<file path="config.mk">
export PLATFORM = sky130hd
export DESIGN_NAME = data_mem_ctrl
export DESIGN_NICKNAME = d
export VERILOG_FILES = /design/src/rtl/mips_mem_pkg.sv /design/src/rtl/dmem_lane_unit.sv /design/src/rtl/data_mem_ctrl.sv
export SDC_FILE = /design/constraint.sdc
export NUM_CORES = 2
export LEC_CHECK = 0
export CAP_MARGIN = 20
export CORE_MARGIN = 8
export CORE_UTILIZATION = 44
export DETAILED_ROUTE_END_ITERATION = 10
export GPL_TIMING_DRIVEN = 1
export SLEW_MARGIN = 20
export SYNTH_ARGS = -nofsm -noshare
export SYNTH_HDL_FRONTEND = slang
export SYNTH_HIERARCHICAL = 1
export SYNTH_SLANG_ARGS = --single-unit
export TNS_END_PERCENT = 30
</file>
<file path="constraint.sdc">
create_clock -name clock -period 5.04 [get_ports clock]
set_clock_uncertainty 0.05 [all_clocks]
set_input_delay 1.512 -clock clock [delete_from_list [all_inputs] [get_ports clock]]
set_output_delay 1.512 -clock clock [all_outputs]
set_load 0.02 [all_outputs]
</file>
<file path="src/rtl/mips_mem_pkg.sv">
// mips_mem_pkg
//   Shared encodings for the MIPS data-memory controller.
//   - access size codes (SZ_*), where the spare code 2'b11 behaves as a word
//   - FSM state codes (ST_*)
//   - wait-state limit and the width of the wait counter derived from it
//   - misalignment helper used by the lane unit
package mips_mem_pkg;

  localparam logic [1:0] SZ_BYTE     = 2'b00;
  localparam logic [1:0] SZ_HALF     = 2'b01;
  localparam logic [1:0] SZ_WORD     = 2'b10;
  localparam logic [1:0] SZ_WORD_ALT = 2'b11;

  localparam logic [1:0] ST_IDLE = 2'b00;
  localparam logic [1:0] ST_WAIT = 2'b01;
  localparam logic [1:0] ST_DONE = 2'b10;

  localparam int WAIT_STATES_MAX = 15;
  localparam int CNT_W           = $clog2(WAIT_STATES_MAX + 1);

  // Halfwords need an even address and words a 4-byte aligned address.
  // Bytes are never misaligned. Both word codes are treated the same way.
  function automatic logic is_misaligned(input logic [1:0] size, input logic [1:0] addr_lo);
    logic mis;
    case (size)
      SZ_BYTE:     mis = 1'b0;
      SZ_HALF:     mis = addr_lo[0];
      SZ_WORD:     mis = (addr_lo != 2'b00);
      SZ_WORD_ALT: mis = (addr_lo != 2'b00);
      default:     mis = (addr_lo != 2'b00);
    endcase
    return mis;
  endfunction

endpackage

</file>
<file path="src/rtl/dmem_lane_unit.sv">
// dmem_lane_unit
//   Purely combinational steering between the CPU and a 32-bit little-endian word.
//   Lane k is bits [8k+7:8k], where k = addr_lo.
//   Inputs:
//     size        access size code
//     addr_lo     low two address bits
//     wdata       right-justified store data
//     unsigned_ld 1 = zero-extend loads, 0 = sign-extend loads
//     rd_word     current contents of the addressed word
//   Outputs:
//     byte_en     per-lane write enable
//     wr_word     store data shifted into its lanes
//     ld_word     extracted, right-justified and extended load data
//     misalign    access is misaligned; byte_en and ld_word are then zero
import mips_mem_pkg::*;

module dmem_lane_unit (
  input  logic [1:0]  size,
  input  logic [1:0]  addr_lo,
  input  logic [31:0] wdata,
  input  logic        unsigned_ld,
  input  logic [31:0] rd_word,
  output logic [3:0]  byte_en,
  output logic [31:0] wr_word,
  output logic [31:0] ld_word,
  output logic        misalign
);

  logic [4:0]  shift_s;
  logic [15:0] lane_rd_s;

  // Lane selection, store shifting and load extension for one access
  always_comb begin
    shift_s   = {addr_lo, 3'b000};
    lane_rd_s = 16'(rd_word >> shift_s);
    byte_en   = 4'b0000;
    wr_word   = 32'd0;
    ld_word   = 32'd0;
    misalign  = is_misaligned(size, addr_lo);
    case (size)
      SZ_BYTE: begin
        byte_en = 4'b0001 << addr_lo;
        wr_word = {24'd0, wdata[7:0]} << shift_s;
        if (unsigned_ld) begin
          ld_word = {24'd0, lane_rd_s[7:0]};
        end else begin
          ld_word = {{24{lane_rd_s[7]}}, lane_rd_s[7:0]};
        end
      end
      SZ_HALF: begin
        if (misalign) begin
          byte_en = 4'b0000;
        end else begin
          byte_en = 4'b0011 << addr_lo;
          wr_word = {16'd0, wdata[15:0]} << shift_s;
          if (unsigned_ld) begin
            ld_word = {16'd0, lane_rd_s};
          end else begin
            ld_word = {{16{lane_rd_s[15]}}, lane_rd_s};
          end
        end
      end
      default: begin
        // SZ_WORD and SZ_WORD_ALT: whole word, extension mode is irrelevant
        if (misalign) begin
          byte_en = 4'b0000;
        end else begin
          byte_en = 4'b1111;
          wr_word = wdata;
          ld_word = rd_word;
        end
      end
    endcase
  end

endmodule

</file>
<file path="src/rtl/data_mem_ctrl.sv">
// data_mem_ctrl
//   Byte-addressable data memory for the MEM stage, with a req/done handshake
//   and a configurable number of wait states.
//   Parameters:
//     DEPTH_LOG2   log2 of the number of 32-bit words
//     WAIT_STATES  extra cycles between accept and done (0..15)
//     INIT_FILE    optional initial image name; contents start undefined
//   Ports:
//     clock, reset                 single clock; synchronous active-high reset
//     req, we, size, unsigned_ld   access request and its attributes
//     addr, wdata                  byte address and right-justified store data
//     rdata                        load result, held until the next load or misalign
//     done                         one-cycle completion pulse
//     misalign                     qualifies done; the access was not performed
//     busy                         access in flight (WAIT state)
import mips_mem_pkg::*;

module data_mem_ctrl #(
  parameter int DEPTH_LOG2  = 6,
  parameter int WAIT_STATES = 0,
  parameter     INIT_FILE   = ""
) (
  input  logic        clock,
  input  logic        reset,
  input  logic        req,
  input  logic        we,
  input  logic [1:0]  size,
  input  logic        unsigned_ld,
  input  logic [31:0] addr,
  input  logic [31:0] wdata,
  output logic [31:0] rdata,
  output logic        done,
  output logic        misalign,
  output logic        busy
);

  localparam int AW    = DEPTH_LOG2 + 2;
  localparam int DEPTH = 1 << DEPTH_LOG2;
  localparam logic [CNT_W-1:0] WAIT_LOAD = CNT_W'(WAIT_STATES - 1);

  logic [1:0]       state_r, state_nx_s;
  logic [CNT_W-1:0] cnt_r, cnt_nx_s;

  logic        we_r, unsigned_ld_r;
  logic [1:0]  size_r;
  logic [AW-1:0] addr_r;
  logic [31:0] wdata_r;

  logic [31:0] rdata_r;
  logic        done_r, misalign_r, busy_r;

  logic        op_we_s, op_unsigned_s;
  logic [1:0]  op_size_s;
  logic [AW-1:0] op_addr_s;
  logic [31:0] op_wdata_s;

  logic [DEPTH_LOG2-1:0] idx_s;
  logic [31:0] rd_word_s, wr_word_s, ld_word_s;
  logic [3:0]  byte_en_s;
  logic        lane_mis_s;

  logic capture_s, complete_s, mis_set_s, mem_we_s;
  logic unused_addr_s;

  logic [31:0] mem_r [0:DEPTH-1];

  // Address bits above the array wrap around by design
  assign unused_addr_s = ^addr[31:AW];

  // Operand source: live inputs when accepting, captured copies while waiting
  always_comb begin
    if (state_r == ST_WAIT) begin
      op_we_s       = we_r;
      op_size_s     = size_r;
      op_unsigned_s = unsigned_ld_r;
      op_addr_s     = addr_r;
      op_wdata_s    = wdata_r;
    end else begin
      op_we_s       = we;
      op_size_s     = size;
      op_unsigned_s = unsigned_ld;
      op_addr_s     = addr[AW-1:0];
      op_wdata_s    = wdata;
    end
  end

  assign idx_s     = op_addr_s[AW-1:2];
  assign rd_word_s = mem_r[idx_s];

  dmem_lane_unit u_lane (
    .size        (op_size_s),
    .addr_lo     (op_addr_s[1:0]),
    .wdata       (op_wdata_s),
    .unsigned_ld (op_unsigned_s),
    .rd_word     (rd_word_s),
    .byte_en     (byte_en_s),
    .wr_word     (wr_word_s),
    .ld_word     (ld_word_s),
    .misalign    (lane_mis_s)
  );

  // Next-state, wait-counter and access-completion decode
  always_comb begin
    state_nx_s = ST_IDLE;
    cnt_nx_s   = cnt_r;
    capture_s  = 1'b0;
    complete_s = 1'b0;
    mis_set_s  = 1'b0;
    case (state_r)
      ST_IDLE, ST_DONE: begin
        if (req) begin
          capture_s = 1'b1;
          if (lane_mis_s) begin
            state_nx_s = ST_DONE;
            mis_set_s  = 1'b1;
          end else if (WAIT_STATES == 0) begin
            state_nx_s = ST_DONE;
            complete_s = 1'b1;
          end else begin
            state_nx_s = ST_WAIT;
            cnt_nx_s   = WAIT_LOAD;
          end
        end else begin
          state_nx_s = ST_IDLE;
        end
      end
      ST_WAIT: begin
        // New requests are ignored here; the requester holds off on busy
        if (cnt_r == {CNT_W{1'b0}}) begin
          state_nx_s = ST_DONE;
          complete_s = 1'b1;
        end else begin
          state_nx_s = ST_WAIT;
          cnt_nx_s   = cnt_r - {{(CNT_W-1){1'b0}}, 1'b1};
        end
      end
      default: begin
        state_nx_s = ST_IDLE;
      end
    endcase
  end

  // Reset wins over a completing store on the same edge
  assign mem_we_s = complete_s & op_we_s & ~reset;

  // Control state, captured operands and registered outputs
  always_ff @(posedge clock) begin
    if (reset) begin
      state_r       <= ST_IDLE;
      cnt_r         <= {CNT_W{1'b0}};
      we_r          <= 1'b0;
      size_r        <= 2'b00;
      unsigned_ld_r <= 1'b0;
      addr_r        <= {AW{1'b0}};
      wdata_r       <= 32'd0;
      rdata_r       <= 32'd0;
      done_r        <= 1'b0;
      misalign_r    <= 1'b0;
      busy_r        <= 1'b0;
    end else begin
      state_r    <= state_nx_s;
      cnt_r      <= cnt_nx_s;
      done_r     <= (state_nx_s == ST_DONE);
      busy_r     <= (state_nx_s == ST_WAIT);
      misalign_r <= mis_set_s;
      if (capture_s) begin
        we_r          <= we;
        size_r        <= size;
        unsigned_ld_r <= unsigned_ld;
        addr_r        <= addr[AW-1:0];
        wdata_r       <= wdata;
      end
      // Stores leave rdata alone; a misaligned access clears it
      if (mis_set_s) begin
        rdata_r <= 32'd0;
      end else if (complete_s && !op_we_s) begin
        rdata_r <= ld_word_s;
      end
    end
  end

  // Byte-enabled RAM write; contents survive reset
  always_ff @(posedge clock) begin
    if (mem_we_s) begin
      for (int k = 0; k < 4; k++) begin
        if (byte_en_s[k]) begin
          mem_r[idx_s][8*k +: 8] <= wr_word_s[8*k +: 8];
        end
      end
    end
  end

  assign rdata    = rdata_r;
  assign done     = done_r;
  assign misalign = misalign_r;
  assign busy     = busy_r;

endmodule

</file>
# [Word level (Yosys, flattened, before mapping)]
# Memories as Yosys holds them, arrays and structs flattened.
# Cells that the tools add are included.
[op_classes] n_eq_ne=7 shifts=5 bitwise=4 n_reduce_logical=10 n_addsub=1 muxes=41
[op_table] op="2-to-1 mux 32 bit" n=7
[op_table] op="one-hot mux 32 bit (2 select lines)" n=2
[op_table] op="<< shifter 16 x 5 -> 32 bit" n=1
[op_table] op="<< shifter 8 x 5 -> 32 bit" n=1
[op_table] op="right shift 32 x 5 -> 16 bit" n=1
[op_table] op="2-to-1 mux 1 bit" n=22
[op_table] op="== test 2 bit, second input constant" n=4
[op_table] op="2-to-1 mux 4 bit" n=2
[op_table] op="2-to-1 mux 8 bit" n=1
[op_table] op="one-hot mux 4 bit (2 select lines)" n=1
[op_table] op="== test 2 x 1 -> 1 bit, second input constant" n=3
[op_table] op="2-to-1 mux 2 bit" n=3
[op_table] op="OR reduction 2 bit" n=3
[op_table] op="logical NOT 2 bit" n=2
[op_table] op="logical NOT 4 bit" n=1
[op_table] op="one-hot mux 2 bit (2 select lines)" n=1
[op_table] op="<< shifter 1 x 2 -> 4 bit, first input constant" n=1
[op_table] op="<< shifter 2 x 2 -> 4 bit, first input constant" n=1
[op_table] op="subtractor 4 x 1 -> 4 bit, second input constant" n=1
[op_table] op="one-hot mux 1 bit (3 select lines)" n=1
[op_table] op="bitwise AND 1 bit" n=2
[op_table] op="inverter 1 bit" n=2
[op_table] op="one-hot mux 1 bit (2 select lines)" n=1
[op_table] op="AND reduction 2 bit" n=1
[op_table] op="3 further kinds" n=3
[totals] memories=1 ram_bits=2048 inputBits=71 ff_bits=85 elab_cells=80
[mem_list] name="mem_r" depth=64 word_bits=32 read_ports=1 rd_clocked_by_memory_dff=0 write_ports=1 line_no="data_mem_ctrl.sv:65" text="logic [31:0] mem_r [0:DEPTH-1];"

# [Longest topological paths before layout]
[depth] depth_word=12 depth_mapped=21 mapped_depth_nobuf=12

# [By module]
# Netlist, hierarchy kept.
[modules_own_cells] module="data_mem_ctrl" area_each_um2=80019.2 instances=1 seq_area_each_um2=63200.6 cells_per_inst=4792
[modules_own_cells] module="dmem_lane_unit" area_each_um2=1302.5 instances=1 seq_area_each_um2=0.0 cells_per_inst=174

# [Least setup slack after synthesis]
# No wires, ideal clock.
[synth_path] kind="input-to-reg" from="input addr[4]" to="register rdata_r[16], in the netlist rdata[16]" setup_slack_ns=0.188 path_stages=15 t_required_ns=4.858 setup_ns=0.132 n_path_buf=4 t_arrival_ns=4.670 cell_sequence="clkbuf_1 a21oi_1 clkbuf_1 clkbuf_1 mux2_2 a222oi_1 a21oi_1 nor4_1 nand2_1 mux2_2 a22oi_4 buf_6 o211ai_1 nand2_1 a21oi_1"
[synth_via] elab_chain_len=6 word_cells_on_any_way=8 classes_between="shift (1); mux (6); memory (1)"
[synth_rtl] item="from (decl)" line_no="data_mem_ctrl.sv:29" text="input logic [31:0] addr,"
[synth_rtl] item="2-to-1 mux 8 bit *" line_no="data_mem_ctrl.sv:72" text="if (state_r == ST_WAIT) begin"
[synth_rtl] item="memory (64 x 32 bit) *"
[synth_rtl] item="net rd_word_s[7]" line_no="data_mem_ctrl.sv:58" text="logic [31:0] rd_word_s, wr_word_s, ld_word_s;"
[synth_rtl] item="right shift 32 x 5 -> 16 bit *" line_no="dmem_lane_unit.sv:35" text="lane_rd_s = 16'(rd_word >> shift_s);"
[synth_rtl] item="2-to-1 mux 32 bit" line_no="dmem_lane_unit.sv:56" text="if (unsigned_ld) begin"
[synth_rtl] item="2-to-1 mux 32 bit" line_no="dmem_lane_unit.sv:51" text="if (misalign) begin"
[synth_rtl] item="one-hot mux 32 bit (2 select lines) *" line_no="dmem_lane_unit.sv:40" text="case (size)"
[synth_rtl] item="net ld_word_s[16]" line_no="data_mem_ctrl.sv:58"
[synth_rtl] item="to (signal assigned)" line_no="data_mem_ctrl.sv:177" text="rdata_r <= ld_word_s;"
[synth_rtl] item="to (decl)" line_no="data_mem_ctrl.sv:49" text="logic [31:0] rdata_r;"
# Mark *: on every way through the listed nets, which the timed path passes. The rest lies on a longest branch.
# A chain may end at the register's enable or synchronous reset.

# [Worst setup path after layout]
[layout_path] from="input addr[2]" to="register rdata_r[0], in the netlist rdata[0]"
# Same word-level chain as after synthesis.

==> impl_metrics.env <==
export IMPL_critPathTopFamily="compound AO/OA/AOI/OAI gates"
export IMPL_cts_hold_buffers=0
export IMPL_clk_latency_ns=0.87
export IMPL_synth_edf_count=2048
export IMPL_die_x_um=446
export IMPL_ys_flop_type="edfxtp_1"
export IMPL_synth_area_leaders="edfxtp_1 (76%), a22oi_1 (3.6%), a222oi_1 (2.7%)"
export IMPL_hp_class="flip-flop to flip-flop"
export IMPL_yosysUniqueCellTypes=83
export IMPL_postLayoutCellArea_mm2=0.0986
export IMPL_arrival_ns=5.63
export IMPL_ys_ff_latch=2133
export IMPL_clk_path_buf_depth=3
export IMPL_fill_cells=14500
export IMPL_use_met3_pct=5.25
export IMPL_worst_slew_pin_slew_ns=1.17
export IMPL_syn2layout_area_growth_pct=21.3
export IMPL_cts_tree="built"
export IMPL_crit_fanout=12
export IMPL_cts_buffers=203
export IMPL_grt_util_met2_pct=39.3
export IMPL_crit_chain="clkdlybuf4s50_1, buf_4, nand2_1, buf_4, o32ai_4, buf_12, buf_4, buf_4, a222oi_1, a31oi_1, a2111oi_0, nand2_1, buf_12, mux2_2, mux2i_1, o21ai_0, nand2_1, a21oi_1"
export IMPL_routed_wl_mm=259
export IMPL_vias_per_cell=6.25
export IMPL_synthArstFlopShare_pct=0
export IMPL_run_status="finished, final reports clean"
export IMPL_synth_fp_nets=5042
export IMPL_place_congestion=0.885
export IMPL_final_cell_mix="edfxtp_1 (2048), buf_4 (843), a22oi_1 (387)"
export IMPL_synth_area_mm2=0.0813
export IMPL_grt_pass1_vias=50800
export IMPL_vdd_drop_max_v=0.000309
export IMPL_die_y_um=446
export IMPL_hpwl_mm=168
export IMPL_crit_top_cell="buf_4"
export IMPL_clock_root_buffer="clkbuf_16"
export IMPL_power_density_mw_per_mm2=371
export IMPL_cts_resized_gates=0
export IMPL_r2r_slack_ns=0.31
export IMPL_grt_remaining_overflow=0
export IMPL_synth_area_per_cell_um2=16.4
export IMPL_dieArea_mm2=0.199
export IMPL_ff_latch_area_mm2=0.0632
export IMPL_hold_ws_ns=0.400
export IMPL_htree_num_levels=4
export IMPL_total_power_mw=36.6
export IMPL_ys_warn_count=6
export IMPL_ys_seq_area_share_pct=77.7
export IMPL_fin_util_pct=53.8
export IMPL_core_area_mm2=0.183
export IMPL_synthCells=4966
export IMPL_clkSlewWorstSetupHoldPaths_ns=0.06
export IMPL_dp_slack_ns=-0.842
export IMPL_start_kind="input pin"
export IMPL_numPortBuffers=81
export IMPL_drtAntennaViolNets=0
export IMPL_dr_pass1_iters=8
export IMPL_cts_sinks=2133
export IMPL_initial_utilization_pct=44.4
export IMPL_fin_crit_ns=4.95
export IMPL_vias=52600
export IMPL_finalSetupViolations=0
export IMPL_pin_count=106
export IMPL_drc_errors=0
export IMPL_fmax_ghz=0.202
export IMPL_drv_slew=0
export IMPL_worstSetupEndpointType="flip-flop"
export IMPL_synth_area_leader_cell="edfxtp_1"
export IMPL_grt_util_met1_pct=34.8
export IMPL_dpl_cell_area_mm2=0.0921
export IMPL_power_leakage_nw=33.8
export IMPL_wire_per_inst_um=30.7
export IMPL_synth_top_cell_area_share_pct=75.6
export IMPL_grt_pass1_wl_mm=367
export IMPL_max_slew_margin_pct=21.8
export IMPL_required_ns=5.72
export IMPL_multi_input_area_mm2=0.0169
export IMPL_critical_path_max_stage_delay_ns=0.69
export IMPL_grt_antenna_before_repair=12
export IMPL_layout_commonest_cell="edfxtp_1"
export IMPL_grt_setup_unrepaired="false"
export IMPL_cap_violations=0
export IMPL_drive_above_1_share_pct=24.8
export IMPL_post_route_period_util_pct=98.1
export IMPL_rows=157
export IMPL_worst_setup_path_type="input pin to flip-flop"
export IMPL_cts_setup_buffers=0
export IMPL_postLayoutSetupSlackWorst_ns=0.0949
export IMPL_drt_iter0_drc=7689
export IMPL_hold_viol=0
export IMPL_busiest_layer="met2"
export IMPL_path_buf_inv=7
export IMPL_grt_usage_pct=25.2
export IMPL_grt_max_degree=65
export IMPL_fin_nets=5863
export IMPL_cp_slowest_cell="a2111oi_0"
stage by stage:
| stage | setup TNS [ns] | cells |
|---|---|---|
| detailed placement | -19.75 | 8046 |
| CTS | 0 | 8414 |
| finish | 0 | 8421 |
| global placement | -19.54 | 8046 |
| global route | 0 | 8415 |
| floorplan | 0 | 4966 |
cell usage after synthesis (8+ instances only):
master / n
a2111oi_0: 11
a21o_1: 10
a21oi_1: 157
a221oi_1: 67
a222oi_1: 218
a22o_1: 93
a22oi_1: 387
a31o_2: 8
a31oi_1: 149
a41oi_1: 11
and4_1: 17
buf_1: 55
buf_2: 88
clkbuf_1: 242
dfxtp_1: 85
edfxtp_1: 2048
mux2_2: 131
mux2i_1: 57
nand2_1: 391
nand2b_1: 8
nand3_1: 41
nand4_1: 35
nor2_1: 44
nor2b_1: 14
nor3_1: 272
nor3b_1: 13
nor4_1: 30
o211ai_1: 23
o21ai_0: 134
o22a_1: 13
cells by family (layout without fill, tap and decap cells):
family / count (synthesis) / in the layout / synth area share [%]
fa+ha+maj: 5 / 5 / 0.0769
simple gates: 909 / 909 / 5.35
mux: 193 / 193 / 2.64
compound gates: 1322 / 1322 / 12.2
other cells: 0 / 7 / 0
buf+inv: 403 / 1387 / 2.05
flops: 2133 / 2133 / 77.7
xor+xnor: 1 / 1 / 0.0108
tightest hold or removal path: stages (launching register included):
cell	delay, ns
dfxtp_1	0.31
nand2_1	0.05
a21oi_1	0.05
path summary, 6_finish.rpt:
check,from,end,depth (start not counted)
max,addr[2],rdata[0]$_SDFFE_PP0P_,18
max reg2reg,state_r[0]$_SDFF_PP0_,rdata[0]$_SDFFE_PP0P_,15
min reg2reg,rdata[14]$_SDFFE_PP0P_,rdata[14]$_SDFFE_PP0P_,2
min,rdata[14]$_SDFFE_PP0P_,rdata[14]$_SDFFE_PP0P_,2
cell type report:
cell class / instances / share of cell area (%)
diodes: 7 / 0.0178
clock buffers: 249 / 5.43
clock inverters: 119 / 1.16
inverters: 8 / 0.0304
multi-input cells: 2430 / 17.2
flip-flops and latches: 2133 / 64.1
well taps: 2464 / 3.13
repair buffers: 1011 / 8.99
sequential cells by signal (all words and copies together) (netlist names):
signal,count
done,1
size_r,2
busy,1
state_r,2
we_r,1
wdata_r,32
misalign,1
mem_r,2048
cnt_r,4
rdata,32
unsigned_ld_r,1
addr_r,8
layer usage:
layer  part of all wire (%)  routed length, um  up-vias
li1                       -                  -    22200
met1                     39             101000    26700
met2                     45             117000     3190
met3                     11              28300      526
met4                    4.6              11900        2
met5                 0.0050                 13        -
power breakdown:
part | switching, mW | internal [mW] | total [mW]
logic | 1.40 | 0.703 | 2.11
clock network | 6.55 | 8.47 | 15.0
registers | 0.0205 | 19.4 | 19.4
No activity file was read; power rests on OpenSTA's default activity.
